`config.mk`:
```
export PLATFORM = sky130hd
export DESIGN_NAME = rtc_read_timing
export DESIGN_NICKNAME = d
export VERILOG_FILES = /design/src/rtl/rtc_bus_pkg.sv /design/src/rtl/rtc_phase_timer.sv /design/src/rtl/rtc_read_timing.sv
export SDC_FILE = /design/constraint.sdc
export NUM_CORES = 1
export LEC_CHECK = 0
export BUFFER_PORTS_ARGS = -buffer_cell sky130_fd_sc_hd__buf_4
export CORE_MARGIN = 5
export CORE_UTILIZATION = 53
export CTS_BUF_LIST = sky130_fd_sc_hd__clkbuf_4
export DETAILED_ROUTE_END_ITERATION = 8
export PLACE_DENSITY = 0.93
export SLEW_MARGIN = 25
export SYNTH_ARGS = -nofsm -noshare
export SYNTH_HDL_FRONTEND = slang
export SYNTH_SLANG_ARGS = --single-unit
export TNS_END_PERCENT = 10
```
`constraint.sdc`:
```
create_clock -name clkW -period 1.9 [get_ports clkW]
set_input_delay 0.38 -clock clkW [delete_from_list [all_inputs] [get_ports clkW]]
set_output_delay 0.38 -clock clkW [all_outputs]
set_load 0.01 [all_outputs]
```
`src/rtl/rtc_bus_pkg.sv`:
```
// Shared definitions for the RTC multiplexed-bus strobe generators (read and write side).
package rtc_bus_pkg;

    typedef enum logic [2:0] {
        IDLE   = 3'd0,
        ASETUP = 3'd1,
        AWR    = 3'd2,
        GAP    = 3'd3,
        RDLOW  = 3'd4,
        HOLD   = 3'd5
    } rtcState_t;

    localparam logic STROBE_ON  = 1'b0;
    localparam logic STROBE_OFF = 1'b1;

    localparam int T_SETUP_DEF = 2;
    localparam int T_ADDR_DEF  = 6;
    localparam int T_GAP_DEF   = 2;
    localparam int T_READ_DEF  = 6;
    localparam int T_HOLD_DEF  = 2;
    localparam int CNT_W_DEF   = 4;

    typedef struct packed {
        logic cs;
        logic rd;
        logic wr;
        logic ad;
        logic oe;
    } rtcStrobes_t;

    // Pad-side levels for each state; bus_oe follows AD=0 by construction.
    function automatic rtcStrobes_t stateStrobes(input rtcState_t s);
        rtcStrobes_t o;
        o = '{cs: STROBE_OFF, rd: STROBE_OFF, wr: STROBE_OFF, ad: 1'b1, oe: 1'b0};
        case (s)
            ASETUP: o = '{cs: STROBE_ON, rd: STROBE_OFF, wr: STROBE_OFF, ad: 1'b0, oe: 1'b1};
            AWR:    o = '{cs: STROBE_ON, rd: STROBE_OFF, wr: STROBE_ON,  ad: 1'b0, oe: 1'b1};
            RDLOW:  o = '{cs: STROBE_ON, rd: STROBE_ON,  wr: STROBE_OFF, ad: 1'b1, oe: 1'b0};
            default: ;
        endcase
        return o;
    endfunction

endpackage

```
`src/rtl/rtc_phase_timer.sv`:
```
// Phase counter: cleared on state entry, counts up, saturates, flags the last cycle of a phase.
module rtc_phase_timer #(
    parameter int CNT_W = 4
) (
    input  logic             clkW,
    input  logic             resetW,
    input  logic             clr,
    input  logic [CNT_W-1:0] last,
    output logic [CNT_W-1:0] cnt,
    output logic             tc
);

    always_ff @(posedge clkW or posedge resetW) begin
        if (resetW)
            cnt <= '0;
        else if (clr)
            cnt <= '0;
        else if (cnt != {CNT_W{1'b1}})
            cnt <= cnt + 1'b1;
    end

    assign tc = (cnt == last);

endmodule

```
`src/rtl/rtc_read_timing.sv`:
```
// RTC read-cycle generator: address-write phase then data-read phase on the muxed bus.
// Optional RTC_BCD_CHECK_EN adds bcd_err, flagging a sampled byte with a nibble above 9.
module rtc_read_timing
    import rtc_bus_pkg::*;
#(
    parameter int T_SETUP = T_SETUP_DEF,
    parameter int T_ADDR  = T_ADDR_DEF,
    parameter int T_GAP   = T_GAP_DEF,
    parameter int T_READ  = T_READ_DEF,
    parameter int T_HOLD  = T_HOLD_DEF,
    parameter int CNT_W   = CNT_W_DEF
) (
    input  logic       clkW,
    input  logic       resetW,
    input  logic       enR,
    input  logic [7:0] addr,
    input  logic [7:0] bus_in,
    output logic [7:0] bus_out,
    output logic       bus_oe,
    output logic       CS,
    output logic       RD,
    output logic       WR,
    output logic       AD,
    output logic [7:0] data_out,
    output logic       data_valid,
`ifdef RTC_BCD_CHECK_EN
    output logic       bcd_err,
`endif
    output logic       busy
);

    localparam logic [CNT_W-1:0] L_SETUP = CNT_W'(T_SETUP - 1);
    localparam logic [CNT_W-1:0] L_ADDR  = CNT_W'(T_ADDR - 1);
    localparam logic [CNT_W-1:0] L_GAP   = CNT_W'(T_GAP - 1);
    localparam logic [CNT_W-1:0] L_READ  = CNT_W'(T_READ - 1);
    localparam logic [CNT_W-1:0] L_HOLD  = CNT_W'(T_HOLD - 1);

    rtcState_t        state, stateNext;
    logic [CNT_W-1:0] phaseLast;
    logic [CNT_W-1:0] phaseCnt;
    logic             phaseTc;
    logic             timerClr;
    logic             accept;
    logic             capture;
    rtcStrobes_t      strbNext;
    logic             busyNext;

    rtc_phase_timer #(.CNT_W(CNT_W)) phaseTimer (
        .clkW   (clkW),
        .resetW (resetW),
        .clr    (timerClr),
        .last   (phaseLast),
        .cnt    (phaseCnt),
        .tc     (phaseTc)
    );

    always_comb begin
        phaseLast = '0;
        case (state)
            ASETUP:  phaseLast = L_SETUP;
            AWR:     phaseLast = L_ADDR;
            GAP:     phaseLast = L_GAP;
            RDLOW:   phaseLast = L_READ;
            HOLD:    phaseLast = L_HOLD;
            default: phaseLast = '0;
        endcase
    end

    // State register
    always_ff @(posedge clkW or posedge resetW) begin
        if (resetW)
            state <= IDLE;
        else
            state <= stateNext;
    end

    // Next-state logic
    always_comb begin
        stateNext = state;
        case (state)
            IDLE:    if (enR)     stateNext = ASETUP;
            ASETUP:  if (phaseTc) stateNext = AWR;
            AWR:     if (phaseTc) stateNext = GAP;
            GAP:     if (phaseTc) stateNext = RDLOW;
            RDLOW:   if (phaseTc) stateNext = HOLD;
            HOLD:    if (phaseTc) stateNext = IDLE;
            default: stateNext = IDLE;
        endcase
        // Keep the counter parked at zero in IDLE and restart it on every phase entry.
        timerClr = (stateNext != state) || (state == IDLE);
    end

    // Output logic: values the output registers take at the coming edge
    always_comb begin
        strbNext = stateStrobes(stateNext);
        busyNext = (stateNext != IDLE);
        accept   = (state == IDLE) && enR;
        capture  = (state == RDLOW) && phaseTc;
    end

    always_ff @(posedge clkW or posedge resetW) begin
        if (resetW) begin
            CS         <= STROBE_OFF;
            RD         <= STROBE_OFF;
            WR         <= STROBE_OFF;
            AD         <= 1'b1;
            bus_oe     <= 1'b0;
            bus_out    <= 8'h00;
            data_out   <= 8'h00;
            data_valid <= 1'b0;
            busy       <= 1'b0;
        end else begin
            CS         <= strbNext.cs;
            RD         <= strbNext.rd;
            WR         <= strbNext.wr;
            AD         <= strbNext.ad;
            bus_oe     <= strbNext.oe;
            busy       <= busyNext;
            data_valid <= capture;
            if (accept)
                bus_out <= addr;
            if (capture)
                data_out <= bus_in;
        end
    end

`ifdef RTC_BCD_CHECK_EN
    always_ff @(posedge clkW or posedge resetW) begin
        if (resetW)
            bcd_err <= 1'b0;
        else if (capture)
            bcd_err <= (bus_in[7:4] > 4'd9) || (bus_in[3:0] > 4'd9);
    end
`endif

endmodule
```
# == After elaboration in Yosys (flattened, before gate mapping) ==
# Cells that the tools add are included.
# totals
out_inout_bits,23
input_bits,19
reg_bits,30
wordCells,42
# op_classes
n_addsub,1
n_reduce_logical,8
eq_ne,11
muxes,11
# ops
operator,n
3-bit 2-to-1 mux,6
3-bit one-hot mux with 6 select lines,1
5-bit one-hot mux with 3 select lines,1
3-bit by 2-bit == test with 1-bit output (second input constant),3
3-bit == test (second input constant),3
4-bit 2-to-1 mux,2
3-bit by 1-bit == test with 1-bit output (second input constant),2
3-bit one-hot mux with 2 select lines,1
4-bit by 1-bit adder with 4-bit output (second input constant),1
4-bit by 3-bit == test with 1-bit output,1
4-bit inequality test (second input constant),1
3-bit zero test,1
3-bit inequality test,1
3-bit nonzero test,1
3-bit OR reduction,1
1-bit logical AND,2
2-bit nonzero test,1
2-bit OR reduction,1
1-bit logical OR,1

# == Logic depth before layout (Yosys ltp) ==
# depth
depth_word,9
ltp_mapped,6
mapped_depth_nobuf,5

# == Modules after synthesis ==
# Synthesis repeated with hierarchy kept, for this count alone.
# unflattened
hier_cells,111
area_unflattened_um2,1382.6
# by_module_without_submodules
mod,area_per_inst_um2,instances,seq_area_each_um2,cells_each
rtc_read_timing,1106.1,1,655.6,85
rtc_phase_timer,276.5,1,100.1,26

# == Least setup slack after synthesis ==
# OpenSTA, ideal clock, no wires.
# synth_path
path_type,reg2reg
from,register state[2]
to,register phaseTimer.cnt[2]
period_less_slack_ns,1.637
n_path_buf,0
setup_ns,0.080
t_required_ns,1.820
arrival_ns,1.557
path_slack_ns,0.263
path_stages_with_launch,6
cell_sequence,dfrtp_1 and2_4 o31a_4 nor3b_4 a211o_4 nor3_2
# synth_via
elab_chain_len,9
elab_cells_between_ends,21
classes_between,eq/ne: 7; mux: 9; reduce/logical: 5
# synth_lines
item,line_no,rtl
"start, declared",rtc_read_timing.sv:38,"rtcState_t state, stateNext;"
"start signal, assigned",rtc_read_timing.sv:74,state <= stateNext;
3-bit == test (tied with other cells),"rtc_read_timing.sv:59, rtc_read_timing.sv:80",
3-bit OR reduction (no line) or 2-bit OR reduction (tied branches),-,
3-bit one-hot mux with 2 select lines,rtc_read_timing.sv:59,case (state)
4-bit by 3-bit == test with 1-bit output,rtc_phase_timer.sv:22,assign tc = (cnt == last);
3-bit 2-to-1 mux (on tied branches),-,
3-bit one-hot mux with 6 select lines,rtc_read_timing.sv:80,case (state)
3-bit inequality test,rtc_read_timing.sv:90,timerClr = (stateNext != state) || (state == IDLE);
1-bit logical OR *,rtc_read_timing.sv:90,
4-bit 2-to-1 mux or 2-bit nonzero test (tied branches),-,
"end signal, assigned",rtc_phase_timer.sv:19,cnt <= cnt + 1'b1;
"end, declared",rtc_phase_timer.sv:9,"output logic [CNT_W-1:0] cnt,"
# Mark *: on every way between the ends. The rest lies on a longest branch, timed or not.
# A chain may end at the register's enable or synchronous reset.

# == Worst setup path in the final report ==
# layout_path
from,register state[1]
to,register phaseTimer.cnt[2]
# Same word-level chain as after synthesis.

==> reports/summary.txt <==
Status -> finished clean
Syn_area_per_cell -> 12.5 um2
Cell area after synthesis -> 1400 um2
Worst min-delay path category -> in2async
CTS H-tree depth -> 2
Initial antenna violation count -> 0
Cell leakage power -> 0.837 nW
Die X-Extent -> 61.4 um
Mean number of vias per cell -> 5.57
Critical path startpoint category -> register
Area grow syn2layout -> 28.7%
Clock slew at reported path FFs -> 0.10 ns
Arrival @ worst endpoint -> 2.05 ns
Total of max-cap violations -> 0
PwrDens -> 1700 nW/um2
Vias in the first global route -> 1091
Share of Yosys cell area claimed by the top area cell type -> 46.4%
Antenna Cells -> 0
Final Critical Period -> 1.80 ns
Final Cycle Share -> 94.9%
Synthesized Nets -> 132
DP HPWL -> 2150 um
PortBufs -> 41
TritonCTS clock tree -> done
Iter 0 DRT Violations -> 13
Max Root-Sink Buffers -> 2
Core area -> 2500 um2
Seq cells post-synth -> 30
Yosys warnings -> 0
Post-CTS Setup Bufs -> 0
Share of layout cells above drive strength 1 -> 53.5%
Clock Latency Late Sink -> 0.32 ns
Fin. max-slew vios -> 0
Die Y -> 61.4 um
Top post-synthesis cells by area -> dfrtp_1 46%, mux2_2 13%, dfstp_2 7.5%, nor2_1 2.9%, nor3_2 2.1%
Seq/Total Area, Yosys -> 53.9%
Final Hold Viols -> 0
Setup TNS Final -> 0 ns
Crit Path Category -> reg2reg
Num CTS Buffers -> 5
CP Max Fanout -> 9
Clock sink count -> 30
Rel. slew slack -> 69.3%
CP required -> 2.14 ns
First-pass detailed-route iteration total -> 4
Hold-fix buffers, CTS -> 0
Starting Density -> 56.1%
Ys async rst share -> 100%
Synth cell types -> 38
Root buffer cell -> clkbuf_4
Worst setup EP type -> register
Global-route wire length before repair -> 5050 um
Mapped Cells -> 112
Routed WL per cell -> 15.3 um
Final RePlAce weighted congestion -> 0.934
Top_reg_cell synth -> dfrtp_1
I/O Pins -> 42
Via count -> 1052
Largest net degree at the start of global routing -> 31
Residual DRC count -> 0
Final WL -> 2890 um
Row count -> 18
Gr ovfl total -> 0
Final core utilization -> 72.2%
Skew final -> 0.0130 ns
Maximum VDD drop -> 1.20 mV
Unrepaired setup endpoints after global routing -> no
NumNets Final -> 178
Fmax -> 554 MHz
Tightest Pin Transition -> 0.461 ns
Die ar. -> 3770 um2
Total GRT Usage -> 18.2%
Layout filler cell count -> 178
Final Setup Violations -> 0
Post-synth EDFFs -> 0
Leading area contributor after synthesis -> dfrtp_1
DRT antenna net count -> 0
Post-CTS sizing -> 0
-- cell usage after synthesis (2+ instances only) --
cell type,n
a21oi_1,5
buf_6,2
clkbuf_1,2
dfrtp_1,26
dfstp_2,4
inv_1,2
mux2_2,16
mux2i_1,2
nand2_1,3
nand3_1,5
nor2_1,11
nor3_2,3
o21a_1,2
o21ai_0,4
xnor2_1,2
-- kinds of logic (layout without fill, tap and decap cells) --
logic type,count (synthesis),count (layout),share of synthesized area (%)
simple gates,31,31,13.0
flops,30,30,53.9
compound gates,20,20,11.5
mux,18,18,14.3
buf+inv,9,56,4.46
xor+xnor,3,3,1.88
fa+ha+maj,1,1,0.893
-- worst max-delay path, stage by stage (launching register included) --
cell     delay [ns]
dfrtp_1        0.52
nor3_2         0.11
o31a_4         0.38
nor3b_4        0.19
a211o_4        0.36
nor3_2         0.18
-- stage by stage --
step           cell area, um2  hold WS [ns]  cells  setup WS, ns  total power, mW
2_1_floorplan            1400         0.468    112         0.263             2.09
3_3_place_gp             1730         0.473    181         0.178             2.51
3_5_place_dp             1730         0.480    181         0.115             2.59
4_1_cts                  1800         0.123    189        0.0936             3.10
5_1_grt                  1800         0.148    189      0.000123             3.30
6_report                 1800         0.120    189        0.0961             3.07
-- per-layer routing --
metal	share of wire (%)	vias to the layer above	track usage (%)
li1	-	493	-
met1	38	516	21.0
met2	52	39	32.5
met3	9.2	4	4.82
met4	0.86	0	6.36
met5	0	-	0
-- path summary, 6_finish.rpt --
check,start,end,slack (ns),depth (start not counted)
hold / removal,resetW,bus_out[0],0.12,3
setup / recovery,state[1],phaseTimer.cnt[2],0.1,5
max in group asynchronous,resetW,WR,1.45,3
min in group clkW,addr[7],bus_out[7],0.28,2
hold reg to reg,data_out[0],data_out[0],0.52,1
setup reg to reg,state[1],phaseTimer.cnt[2],0.1,5
-- cell usage in the layout (no fill, tap or decap) --
cell       synthesis  layout
o31a_4             1       1
nand3b_1           1       1
and3_2             1       1
a21bo_2            1       1
clkinv_1           1       2
buf_4              1      45
mux2_2            16      16
inv_1              2       2
nor3b_1            1       1
nor3_1             1       1
mux2i_1            2       2
and2_2             1       1
o211ai_1           1       1
nand2_1            3       3
nor3b_4            1       1
o21a_1             2       2
o21ai_0            4       4
a31oi_1            1       1
a21oi_1            5       5
xor2_1             1       1
nor2_1            11      11
a211o_4            1       1
nand3_1            5       5
o31ai_1            1       1
dfstp_2            4       4
xnor2_1            2       2
nor3_2             3       3
nor4_1             1       1
and2_4             1       1
or2_2              1       1
ha_1               1       1
o311ai_2           1       1
bufinv_16          0       1
o32a_2             1       1
dfrtp_1           26      26
clkbuf_4           0       6
a21o_1             1       1
-- flip-flops by register name (all words and copies together) (netlist names) --
signal,count
bus_out,8
data_out,8
phaseTimer.cnt,4
state,3
AD,1
CS,1
RD,1
WR,1
bus_oe,1
busy,1
data_valid,1
-- area by class of cell --
cell class,count,area (um2),area share (%)
flip-flops and latches,30,756,41.9
multi-input cells,73,583,32.3
repair buffers,45,338,18.7
clock buffers,6,45.0,2.50
well taps,30,37.5,2.08
clock inverters,2,33.8,1.87
inverters,3,11.3,0.624
-- report_power, final --
part	total, mW	switching [mW]	internal [mW]
Combinational	1.44	0.681	0.762
Sequential	1.13	0.206	0.922
Clock	0.496	0.208	0.288
Total	3.07	1.09	1.97
Power figures use the tool's default switching activity.
